File: src/rtl/state_seq_pkg.sv
// Shared types for the x-driven 4-state sequencer decoder: state codes, FSM and step classes.
// Latency: n/a (types and a pure function only).
// Backpressure: n/a.
package state_seq_pkg;

    localparam logic [1:0] S0 = 2'b00;
    localparam logic [1:0] S1 = 2'b01;
    localparam logic [1:0] S2 = 2'b10;
    localparam logic [1:0] S3 = 2'b11;

    typedef enum logic [1:0] {
        HUNT  = 2'd0,
        TRACK = 2'd1,
        FAULT = 2'd2
    } dec_state_e;

    typedef enum logic [1:0] {
        HOLD    = 2'd0,
        ADV     = 2'd1,
        ILLEGAL = 2'd2
    } step_e;

    // Sequencer order on x=1: S0 -> S3 -> S1 -> S2 -> S0.
    function automatic logic [1:0] succ(input logic [1:0] s);
        logic [1:0] r;
        case (s)
            S0:      r = S3;
            S3:      r = S1;
            S1:      r = S2;
            default: r = S0;
        endcase
        return r;
    endfunction

endpackage

File: src/rtl/seq_step_check.sv
// Classifies one observed (prev, cur) state pair as HOLD, ADV or ILLEGAL.
// Latency: purely combinational.
// Backpressure: none; evaluated on every pair.
module seq_step_check
    import state_seq_pkg::*;
(
    input  logic [1:0] prev,
    input  logic [1:0] cur,
    output step_e      step_class
);

    // Equal means the sequencer held on x=0; the successor means it advanced on x=1.
    always_comb begin
        step_class = ILLEGAL;
        if (cur == prev) begin
            step_class = HOLD;
        end else if (cur == succ(prev)) begin
            step_class = ADV;
        end
    end

endmodule

File: src/rtl/state_seq_decoder.sv
// Recovers x from an observed sequencer state stream, flags illegal steps, tracks lock
// (STATE_SEQ_DEC_ERRCNT_EN compiles in the saturating err_count). Latency: 1 cycle, registered.
// Backpressure: none; accepts a sample on every state_vld cycle, idle cycles hold all state.
module state_seq_decoder
    import state_seq_pkg::*;
#(
    parameter int CNT_W    = 8,
    parameter int LOCK_CNT = 2
) (
    input  logic             clock,
    input  logic             reset,
    input  logic [1:0]       state_in,
    input  logic             state_vld,
    output logic             x_rec,
    output logic             x_vld,
    output logic             err,
    output logic             locked,
    output logic [CNT_W-1:0] adv_count,
    output logic [7:0]       err_count
);

    localparam logic [3:0] LOCK_TGT = 4'(LOCK_CNT);

    dec_state_e       fsm_q, fsm_nxt;
    logic [1:0]       prev_q, prev_nxt;
    logic             x_rec_nxt, x_vld_nxt, err_nxt;
    logic [CNT_W-1:0] adv_nxt;
    logic [3:0]       lock_q, lock_nxt;
    step_e            step_class;

    seq_step_check u_step_check (
        .prev       (prev_q),
        .cur        (state_in),
        .step_class (step_class)
    );

    // State register plus registered strobes and counters.
    always_ff @(posedge clock) begin
        if (reset) begin
            fsm_q     <= HUNT;
            prev_q    <= S0;
            x_rec     <= 1'b0;
            x_vld     <= 1'b0;
            err       <= 1'b0;
            locked    <= 1'b0;
            adv_count <= '0;
            lock_q    <= 4'd0;
        end else begin
            fsm_q     <= fsm_nxt;
            prev_q    <= prev_nxt;
            x_rec     <= x_rec_nxt;
            x_vld     <= x_vld_nxt;
            err       <= err_nxt;
            locked    <= (fsm_nxt == TRACK);
            adv_count <= adv_nxt;
            lock_q    <= lock_nxt;
        end
    end

    // Next-state and next-output decode; nothing moves without state_vld.
    always_comb begin
        fsm_nxt   = fsm_q;
        prev_nxt  = prev_q;
        x_rec_nxt = x_rec;
        x_vld_nxt = 1'b0;
        err_nxt   = 1'b0;
        adv_nxt   = adv_count;
        lock_nxt  = lock_q;
        if (state_vld) begin
            prev_nxt = state_in;
            case (fsm_q)
                HUNT: begin
                    // First sample only establishes the reference state.
                    fsm_nxt = TRACK;
                end
                TRACK: begin
                    case (step_class)
                        HOLD: begin
                            x_rec_nxt = 1'b0;
                            x_vld_nxt = 1'b1;
                        end
                        ADV: begin
                            x_rec_nxt = 1'b1;
                            x_vld_nxt = 1'b1;
                            adv_nxt   = adv_count + CNT_W'(1);
                        end
                        default: begin
                            err_nxt  = 1'b1;
                            fsm_nxt  = FAULT;
                            lock_nxt = 4'd0;
                        end
                    endcase
                end
                FAULT: begin
                    if (step_class == ILLEGAL) begin
                        err_nxt  = 1'b1;
                        lock_nxt = 4'd0;
                    end else if (lock_q + 4'd1 >= LOCK_TGT) begin
                        // Relock; this sample itself produces no x strobe.
                        fsm_nxt  = TRACK;
                        lock_nxt = 4'd0;
                    end else begin
                        lock_nxt = lock_q + 4'd1;
                    end
                end
                default: begin
                    fsm_nxt = HUNT;
                end
            endcase
        end
    end

`ifdef STATE_SEQ_DEC_ERRCNT_EN
    logic [7:0] err_count_q;

    // Saturating count of err strobes, cleared only by reset.
    always_ff @(posedge clock) begin
        if (reset) begin
            err_count_q <= 8'd0;
        end else if (err_nxt && (err_count_q != 8'hFF)) begin
            err_count_q <= err_count_q + 8'd1;
        end
    end

    assign err_count = err_count_q;
`else
    assign err_count = 8'd0;
`endif

endmodule

File: config.mk
export PLATFORM = sky130hd
export DESIGN_NAME = state_seq_decoder
export DESIGN_NICKNAME = d
export VERILOG_FILES = /design/src/rtl/state_seq_pkg.sv /design/src/rtl/seq_step_check.sv /design/src/rtl/state_seq_decoder.sv
export SDC_FILE = /design/constraint.sdc
export NUM_CORES = 1
export LEC_CHECK = 0
export BUFFER_PORTS_ARGS = -buffer_cell sky130_fd_sc_hd__buf_2
export CORE_UTILIZATION = 55
export DETAILED_ROUTE_END_ITERATION = 7
export MAX_ROUTING_LAYER = met4
export PLACE_DENSITY = 0.8
export SYNTH_ARGS = -nofsm -noshare
export SYNTH_HDL_FRONTEND = slang
export SYNTH_SLANG_ARGS = --single-unit
File: constraint.sdc
create_clock -name clock -period 6.1 [get_ports clock]
set_input_delay 0.915 -clock clock [delete_from_list [all_inputs] [get_ports clock]]
set_output_delay 0.915 -clock clock [all_outputs]
set_load 0.005 [all_outputs]
==> run metrics, run 1 <==
worst hold path endpoint=lock_q[1]; hold path cells=2; Synth cell types=38; Synth Area in Simple Gates=0.208; CTS-repair resized insts=0; Worst path slowest cell=dfxtp_1; Synth Area in Compound Gates=0.116; FF-to-FF End=adv_count[6]; critical-path cell list=inv_1 > ha_1 > o21bai_1 > xnor2_1 > or3_4 > or3_1 > a21oi_1; initial core utilization=0.593; first-pass GRT wire length=3810 um; max-cap viol count=0; crit path launch type=register; row cnt=16; Crit Path Max Fanout=5; Slew Viols, Final=0; total CTS buffers=3; cell-internal power=0.201 mW; min-delay worst type=register to register; layout cells sized above 1=0.169; commonest cells after routing, fill and taps aside=dfxtp_1 (20), buf_2 (16), nor2_1 (12); most common cell after layout, fill and taps aside=dfxtp_1; Yosys reg bits=20; Post-Synthesis Cell Area=1190 um^2; xor-xnor portion of the synthesized cell area=0.101; P_leak=0.582 nW; min cycle time layout=2.13 ns; Ports=25; ys async rst share=0; total wire length=2150 um; CTS tree=built; hold path start=lock_q[1]; final period utilization=0.349; total global routing overflow=0; die area=2350 um^2; Max Freq=470 MHz; Worst Reg-to-Reg Cells=7; total number of vias=951; Ys Warns=0; Clock Latency Late Sink=0.30 ns; combinational family with the most area after synthesis=simple AND/OR/NAND/NOR gates; switch share=0.317; hold buffers post-CTS=0; switching power=0.0932 mW; Syn Inst Count=132; Logic pwr share=0.241; clock sinks=20; CTS HTree Levels=1; Post-Synth Adder-Cell Area=0.105; sequential area share after synthesis=0.338; FF-to-FF setup slack=3.97 ns; worst-case clock buffer depth=2; status=complete, no violations; worst path required time=6.34 ns; # port buffers=16; unrepaired setup endpoints after global routing=false; Clk pwr share=0.269; # fillers=184; Peak VDD IR=0.118 mV; WS Path Type=register to register; post-DR wirelength/cell=12.3 um; pin count of the biggest net entering global routing=21; final setup vio count=0; Final Hold Fails=0; syn avg cell area=8.99 um^2; post-synthesis mux area share=0.0348; arrival time of the worst setup path=2.37 ns; Horiz. Die Dim=48.4 um; nets=164; Syn-to-layout area delta=8.33%; ant diodes=0; Final GP Congestion=0.815; pre-CTS setup slack=3.73 ns; vias in the first global route=900; DP HPWL=1600 um; Setup crit end kind=register; Seq pwr share=0.490; number of synthesized flops with an enable pin=0; die height=48.4 um; initial antenna violation count=0; DRC=0; Iter 0 DRT Violations=18; DR pass1 iterations=4; Routed Antenna Nets=0; Core ar.=2000 um^2; Worst Skew=0.00183 ns; CTS root buffer=clkbuf_4; Setup TNS Final=0 ns; max incr delay on CP=0.45 ns; setup bufs post-CTS=0; CP startpoint=prev_q[1]; slack of the critical path=3.97 ns; pwr dens=229 nW/um^2; FF-to-FF Start=prev_q[1]; Clock Pin Slew Worst Setup and Hold Paths=0.12 ns; vias per cell=5.43; GRT Util Overall=0.211; ys flop type=dfxtp_1
[per-stage QoR]
| stage | power (mW) | hold slack, ns | utilization | instances | instance area [um^2] |
|---|---|---|---|---|---|
| 2_1_floorplan | 0.203 | 0.453 | - | 139 | 1210 |
| 3_3_place_gp | 0.213 | 0.468 | 0.624 | 171 | 1250 |
| 3_5_place_dp | 0.216 | 0.481 | 0.624 | 171 | 1250 |
| 4_1_cts | 0.293 | 0.497 | 0.642 | 175 | 1280 |
| 5_1_grt | 0.309 | 0.531 | 0.642 | 175 | 1280 |
| 6_report | 0.294 | 0.493 | 0.642 | 175 | 1280 |
[power by group through the flow]
stage | clock network [mW] | registers, mW | logic, mW
finish | 0.0790 | 0.144 | 0.0708
global route | 0.0830 | 0.146 | 0.0805
CTS | 0.0790 | 0.144 | 0.0701
detailed placement | 0 | 0.147 | 0.0693
global placement | 0 | 0.146 | 0.0671
floorplan | 0 | 0.146 | 0.0570
[cell type report]
type | instances | area, um^2 | area share
Clock buffer | 4 | 36.3 | 0.0282
Inverter | 9 | 33.8 | 0.0263
Multi-Input combinational cell | 99 | 701 | 0.545
Sequential cell | 20 | 400 | 0.312
Tap cell | 27 | 33.8 | 0.0263
Timing Repair Buffer | 16 | 80.1 | 0.0623
[state kept, by name (all words and copies together), names as in the netlist]
name	flops
err	1
x_rec	1
x_vld	1
fsm_q	2
lock_q	4
locked	1
adv_count	8
prev_q	2
[cells by family (layout without fill, tap and decap cells)]
logic type | count (synthesis) | after routing
DFF | 20 | 20
AOI/OAI and AO/OA | 20 | 20
xor gates and xnor gates | 12 | 12
muxes | 4 | 4
and+or+nand+nor | 45 | 45
buffers and inverters | 20 | 29
other | 1 | 8
adders and majority gates | 10 | 10
[synthesized netlist by cell type, types with 2 or more instances]
cell     number  area [um^2]
a21oi_1       7         35.0
and2_1        2         12.5
buf_2         2         10.0
buf_4         9         67.6
dfxtp_1      20          400
ha_1         10          125
inv_1         9         33.8
mux2i_1       3         30.0
nand2_1       5         18.8
nand3_1       4         20.0
nor2_1       12         45.0
nor3_1        5         25.0
nor4_1        5         31.3
nor4b_1       2         17.5
o21ai_0       4         20.0
or3_1         2         12.5
xnor2_1       6         52.6
xor2_1        4         35.0
xor2_2        2         32.5
[routing by layer]
metal / GRT usage / wire length [um]
met5: - / 0
met4: 0.0980 / 51
met3: 0.0314 / 68
met2: 0.352 / 1020
met1: 0.250 / 1010
[how the worst max path moves through the flow]
stage | to | cells past startpoint
2_1_floorplan | adv_count[6] | 5
3_3_place_gp | adv_count[6] | 6
3_5_place_dp | adv_count[6] | 6
4_1_cts | adv_count[6] | 7
5_1_grt | adv_count[6] | 7
6_report | adv_count[6] | 7
[critical path, delay by kind of cell, from the launching register on]
kind                       cells  cell delay (ns)
AOI/OAI and AO/OA              2             0.38
adders and majority gates      1             0.19
and+or+nand+nor                2             0.77
buffers and inverters          1             0.10
xor gates and xnor gates       1             0.18
DFF                            1             0.45
Power figures use the tool's default switching activity.
==> run 2: changes to the inputs <==
- ABC_AREA: default -> 1
- CORE_UTILIZATION: 55 -> 53
- PLACE_DENSITY: 0.8 -> 0.78
- clock period: 6.1 -> 2.2 ns (I/O delays scaled with it)
==> run metrics, run 2 <==
status=complete, no violations; Iter 0 DRT Violations=19; Ports=25; Final GP Congestion=0.868; worst-case clock buffer depth=2; CTS tree=built; vias per cell=5.08; top cells by count, synth=inv_1 (28), nand2_1 (28), dfxtp_1 (20); first-pass GRT wire length=3910 um; CTS HTree Levels=1; Routed Antenna Nets=0; Ys Warns=0; ys async rst share=0; Largest regs=adv_count: 8 flops, lock_q: 4 flops; initial core utilization=0.582; min-delay worst type=input port to register; total number of vias=1046; Syn-to-layout area delta=10.8%; hold buffers post-CTS=0; total global routing overflow=0; CTS-repair resized insts=0; pwr dens=602 nW/um^2; vias in the first global route=990; post-DR wirelength/cell=10.9 um; post-route cell area=1320 um^2; number of flip-flops in the largest register=8; # port buffers=16; setup bufs post-CTS=0; Slew Viols, Final=0; largest cells by area after synthesis=dfxtp_1 (34%), ha_1 (11%), inv_1 (8.8%); DRC=0; crit path launch type=register; Yosys reg bits=20; die area=2440 um^2; min cycle time layout=1.89 ns; Final Hold Fails=0; Crit Path Max Fanout=7; worst path required time=2.41 ns; Core ar.=2040 um^2; syn avg cell area=7.38 um^2; DP HPWL=1820 um; arrival time of the worst setup path=2.10 ns; total CTS buffers=3; row cnt=16; WS Path Type=register to register; Horiz. Die Dim=49.4 um; final period utilization=0.858; Max Freq=530 MHz; pin count of the biggest net entering global routing=13; Synth cell types=27; number of synthesized flops with an enable pin=0; register with the most flip-flops=adv_count; final setup vio count=0; initial antenna violation count=0; Syn Inst Count=161; sequential area share after synthesis=0.337; Worst Skew=0.00606 ns; clock sinks=20; Post-Place Cell Area=1260 um^2; area share of the leading cell type in the synthesized netlist=0.337; DR pass1 iterations=4; Peak VDD IR=0.643 mV; Setup crit end kind=register; Clock Latency Late Sink=0.31 ns; ys flop type=dfxtp_1; Setup TNS Final=0 ns; area leader, netlist=dfxtp_1; CTS root buffer=clkbuf_4; max-cap viol count=0; P_leak=0.690 nW; nets=195; die height=49.4 um; GRT Util Overall=0.211; commonest cells after routing, fill and taps aside=inv_1 (28), nand2_1 (28), dfxtp_1 (20); Clock Pin Slew Worst Setup and Hold Paths=0.12 ns; unrepaired setup endpoints after global routing=false; layout cells sized above 1=0.173; ant diodes=0; Post-Synthesis Cell Area=1190 um^2; total wire length=2240 um
==> run 2: cell count changes after synthesis, sizes merged, moves of 4 or more <==
cell	delta
nand3	+4
a21oi	+7
o21ai	+4
xnor2	-4
nor4	-4
nand2	+27
xor2	-5
inv	+20
==> run 2: path summary, 6_finish.rpt <==
kind              startpoint      endpoint  slack (ns)  depth (start not counted)
setup / recovery   prev_q[1]  adv_count[5]        0.31                         12
hold / removal     state_vld     prev_q[1]        0.23                          2
setup reg to reg   prev_q[1]  adv_count[5]        0.31                         12
hold reg to reg        x_rec         x_rec        0.48                          2
==> run 2: metal layers <==
metal	global-route usage	up-vias	wire, um
li1	-	524	-
met3	0.0312	5	85
met4	0.0686	0	30
met5	-	-	0
met1	0.214	493	888
met2	0.404	24	1240
==> run 2: kinds of logic after synthesis <==
family,after synthesis,share of synthesized area
compound gates,22,0.0958
flops,20,0.337
simple gates,67,0.292
buf+inv,38,0.145
fa+ha+maj,10,0.105
other cells,1,0.00315
xor+xnor,3,0.0221
==> run 2: critical path: stages (launching register included) <==
cell,delay [ns]
dfxtp_1,0.43
inv_1,0.10
ha_1,0.30
nand2_1,0.07
inv_1,0.06
nor2_4,0.09
nand3_4,0.12
nor2_8,0.17
nand2_2,0.08
nor2_2,0.11
nand2_1,0.08
o21ai_1,0.13
a21oi_1,0.05
==> run 2: per-stage QoR <==
stage	utilization	hold WS [ns]	std cells	power, mW	setup WS [ns]
floorplan	-	0.424	168	0.482	0.527
global placement	0.619	0.460	202	0.492	0.433
detailed placement	0.619	0.467	202	0.498	0.359
CTS	0.645	0.238	206	0.796	0.322
global route	0.645	0.253	206	0.827	0.165
finish	0.645	0.232	206	0.793	0.312
==> run 2: power by group <==
part	switching [mW]	total, mW	internal (mW)
Clock	0.118	0.303	0.184
Combinational	0.0737	0.112	0.0384
Sequential	0.00747	0.378	0.370
Total	0.200	0.793	0.593
==> run 2: area by class of cell <==
cell class	instances	area [um^2]
clock buffers	3	22.5
clock inverters	1	30.0
fillers	190	724
inverters	29	109
multi-input cells	110	642
flip-flops and latches	20	400
well taps	27	33.8
repair buffers	16	80.1
==> run 3: changes to the inputs <==
- CAP_MARGIN: default -> 5
- PLACE_DENSITY: 0.78 -> 0.77
- SYNTH_HIERARCHICAL: default -> 1
==> run metrics, run 3 <==
Slew Viols, Final=0; FF-to-FF setup slack=0.16 ns; sequential area share after synthesis=0.327; top cells by count, synth=nand2_1 (36), inv_1 (25), dfxtp_1 (20); # port buffers=16; unrepaired setup endpoints after global routing=true; max-cap viol count=0; DR pass1 iterations=6; commonest cells after routing, fill and taps aside=nand2_1 (36), inv_1 (25), dfxtp_1 (18); P_leak=0.631 nW; Routed Antenna Nets=0; syn avg cell area=7.07 um^2; Yosys reg bits=20; die area=2510 um^2; ys async rst share=0; worst-case clock buffer depth=2; area leader, netlist=dfxtp_1; DP HPWL=1730 um; Synth cell types=25; hold path start=state_in[0]; final period utilization=0.926; # fillers=200; initial antenna violation count=0; most common cell after layout, fill and taps aside=nand2_1; ant diodes=0; FF-to-FF Start=prev_q[0]; GRT Util Overall=0.203; row cnt=17; Crit Path Max Fanout=5; crit path launch type=register; Final Hold Fails=0; post-DR wirelength/cell=10.3 um; WS Path Type=register to register; Iter 0 DRT Violations=37; Max Freq=491 MHz; min-delay worst type=input port to register; total CTS buffers=3; arrival time of the worst setup path=2.29 ns; status=complete, no violations; Worst Skew=0.00547 ns; Syn-to-layout area delta=13.1%; DRC=0; Horiz. Die Dim=50.1 um; total global routing overflow=0; final setup vio count=0; FF-to-FF End=lock_q[0]; CTS tree=built; initial core utilization=0.559; number of synthesized flops with an enable pin=0; worst hold path endpoint=prev_q[0]; pin count of the biggest net entering global routing=15; Ports=25; number of flip-flops in the largest register=8; Final GP Congestion=0.988; min cycle time layout=2.04 ns; Largest regs=adv_count: 8 flops, lock_q: 4 flops; clock sinks=20; Ys Warns=6; pwr dens=572 nW/um^2; Peak VDD IR=0.395 mV; Syn Inst Count=173; vias in the first global route=959; area share of the leading cell type in the synthesized netlist=0.327; nets=210; CTS HTree Levels=1; Min Hold Slack=0.311 ns; Core ar.=2190 um^2; total wire length=2280 um; register with the most flip-flops=adv_count; CTS root buffer=clkbuf_4; most common cell in the netlist=nand2_1; worst path required time=2.45 ns; layout cells sized above 1=0.206; total number of vias=1110; Clock Latency Late Sink=0.31 ns; Worst Reg-to-Reg Cells=12; Clock Pin Slew Worst Setup and Hold Paths=0.11 ns; die height=50.1 um; largest cells by area after synthesis=dfxtp_1 (33%), nand2_1 (11%), ha_1 (10%); fin cells=222; placed cells=215; first-pass GRT wire length=3780 um; Post-Synthesis Cell Area=1220 um^2; hold path cells=3; vias per cell=5.00; Setup crit end kind=register; ys flop type=dfxtp_1
-- run 3: cell types whose count changed after synthesis, sizes merged --
cell    previous run  this run
a211oi             0         1
a21oi             14        16
and3               1         0
clkinv             0         1
inv               29        27
nand2             32        38
nand3b             0         1
nand4              2         1
nor2              15        23
nor3               8         7
nor4               1         0
o21ai              8         6
xnor2              2         1
xor2               1         3
-- run 3: layer usage --
layer	global-route usage	wire, um
met1	0.238	1040
met2	0.331	1120
met3	0.0278	83
met4	0.110	42
met5	-	0
-- run 3: worst max path at each step --
stage,start,end,slack (ns),cells past startpoint
final,prev_q[0],lock_q[0],0.16,12
after global routing,prev_q[0],adv_count[4],-0.03,16
after CTS,prev_q[0],adv_count[4],0.03,16
after detailed placement,prev_q[0],adv_count[4],0.04,16
after global placement,prev_q[1],adv_count[4],0.15,16
after floorplan,prev_q[0],adv_count[4],0.26,16
-- run 3: power breakdown --
part,internal [mW],switching [mW]
registers,0.370,0.00628
clock network,0.184,0.119
logic,0.0380,0.0739
-- run 3: critical path: stages, from the launching register on --
cell and delay [ns]:
dfxtp_2 0.37, inv_1 0.07, ha_1 0.30, nor2_1 0.13
nor2_2 0.06, nand2_1 0.07, nor2_2 0.04, nor2_2 0.19
nor2_4 0.07, buf_4 0.14, a211oi_2 0.29, nand3b_1 0.13
a21oi_1 0.12
-- run 3: what timing repair did --
item | in CTS | in global routing
hold buffers | 0 | 0
resized for setup | 0 | 4
setup endpoints to repair | 0 | 5
buffers inserted | 0 | 3
-- run 3: stage by stage --
| stage | worst slack (ns) | util | total power [mW] | TNS (ns) | cell area [um^2] |
|---|---|---|---|---|---|
| 3_5_place_dp | 0.0391 | 0.594 | 0.486 | 0 | 1300 |
| 5_1_grt | -0.0256 | 0.632 | 0.826 | -0.0256 | 1380 |
| 6_report | 0.162 | 0.632 | 0.792 | 0 | 1380 |
| 4_1_cts | 0.0306 | 0.618 | 0.791 | 0 | 1350 |
| 2_1_floorplan | 0.265 | - | 0.470 | 0 | 1250 |
| 3_3_place_gp | 0.153 | 0.594 | 0.481 | 0 | 1300 |
-- run 3: kinds of logic after synthesis --
| family | Yosys count | synth area share |
|---|---|---|
| adder cells (fa/ha/maj) | 10 | 0.102 |
| other | 1 | 0.00306 |
| flip-flops | 20 | 0.327 |
| XOR/XNOR | 4 | 0.0286 |
| buffers and inverters | 37 | 0.139 |
| AO/OA/AOI/OAI | 23 | 0.103 |
| AND/OR/NAND/NOR | 78 | 0.297 |
-- run 3: layout make-up --
type | count | area [um^2] | share of cell area
Inverter | 28 | 106 | 0.0769
Timing Repair Buffer | 19 | 103 | 0.0741
Tap cell | 28 | 35.0 | 0.0253
Clock buffer | 3 | 22.5 | 0.0163
Multi-Input combinational cell | 123 | 684 | 0.495
Clock inverter | 1 | 30.0 | 0.0217
Sequential cell | 20 | 403 | 0.291
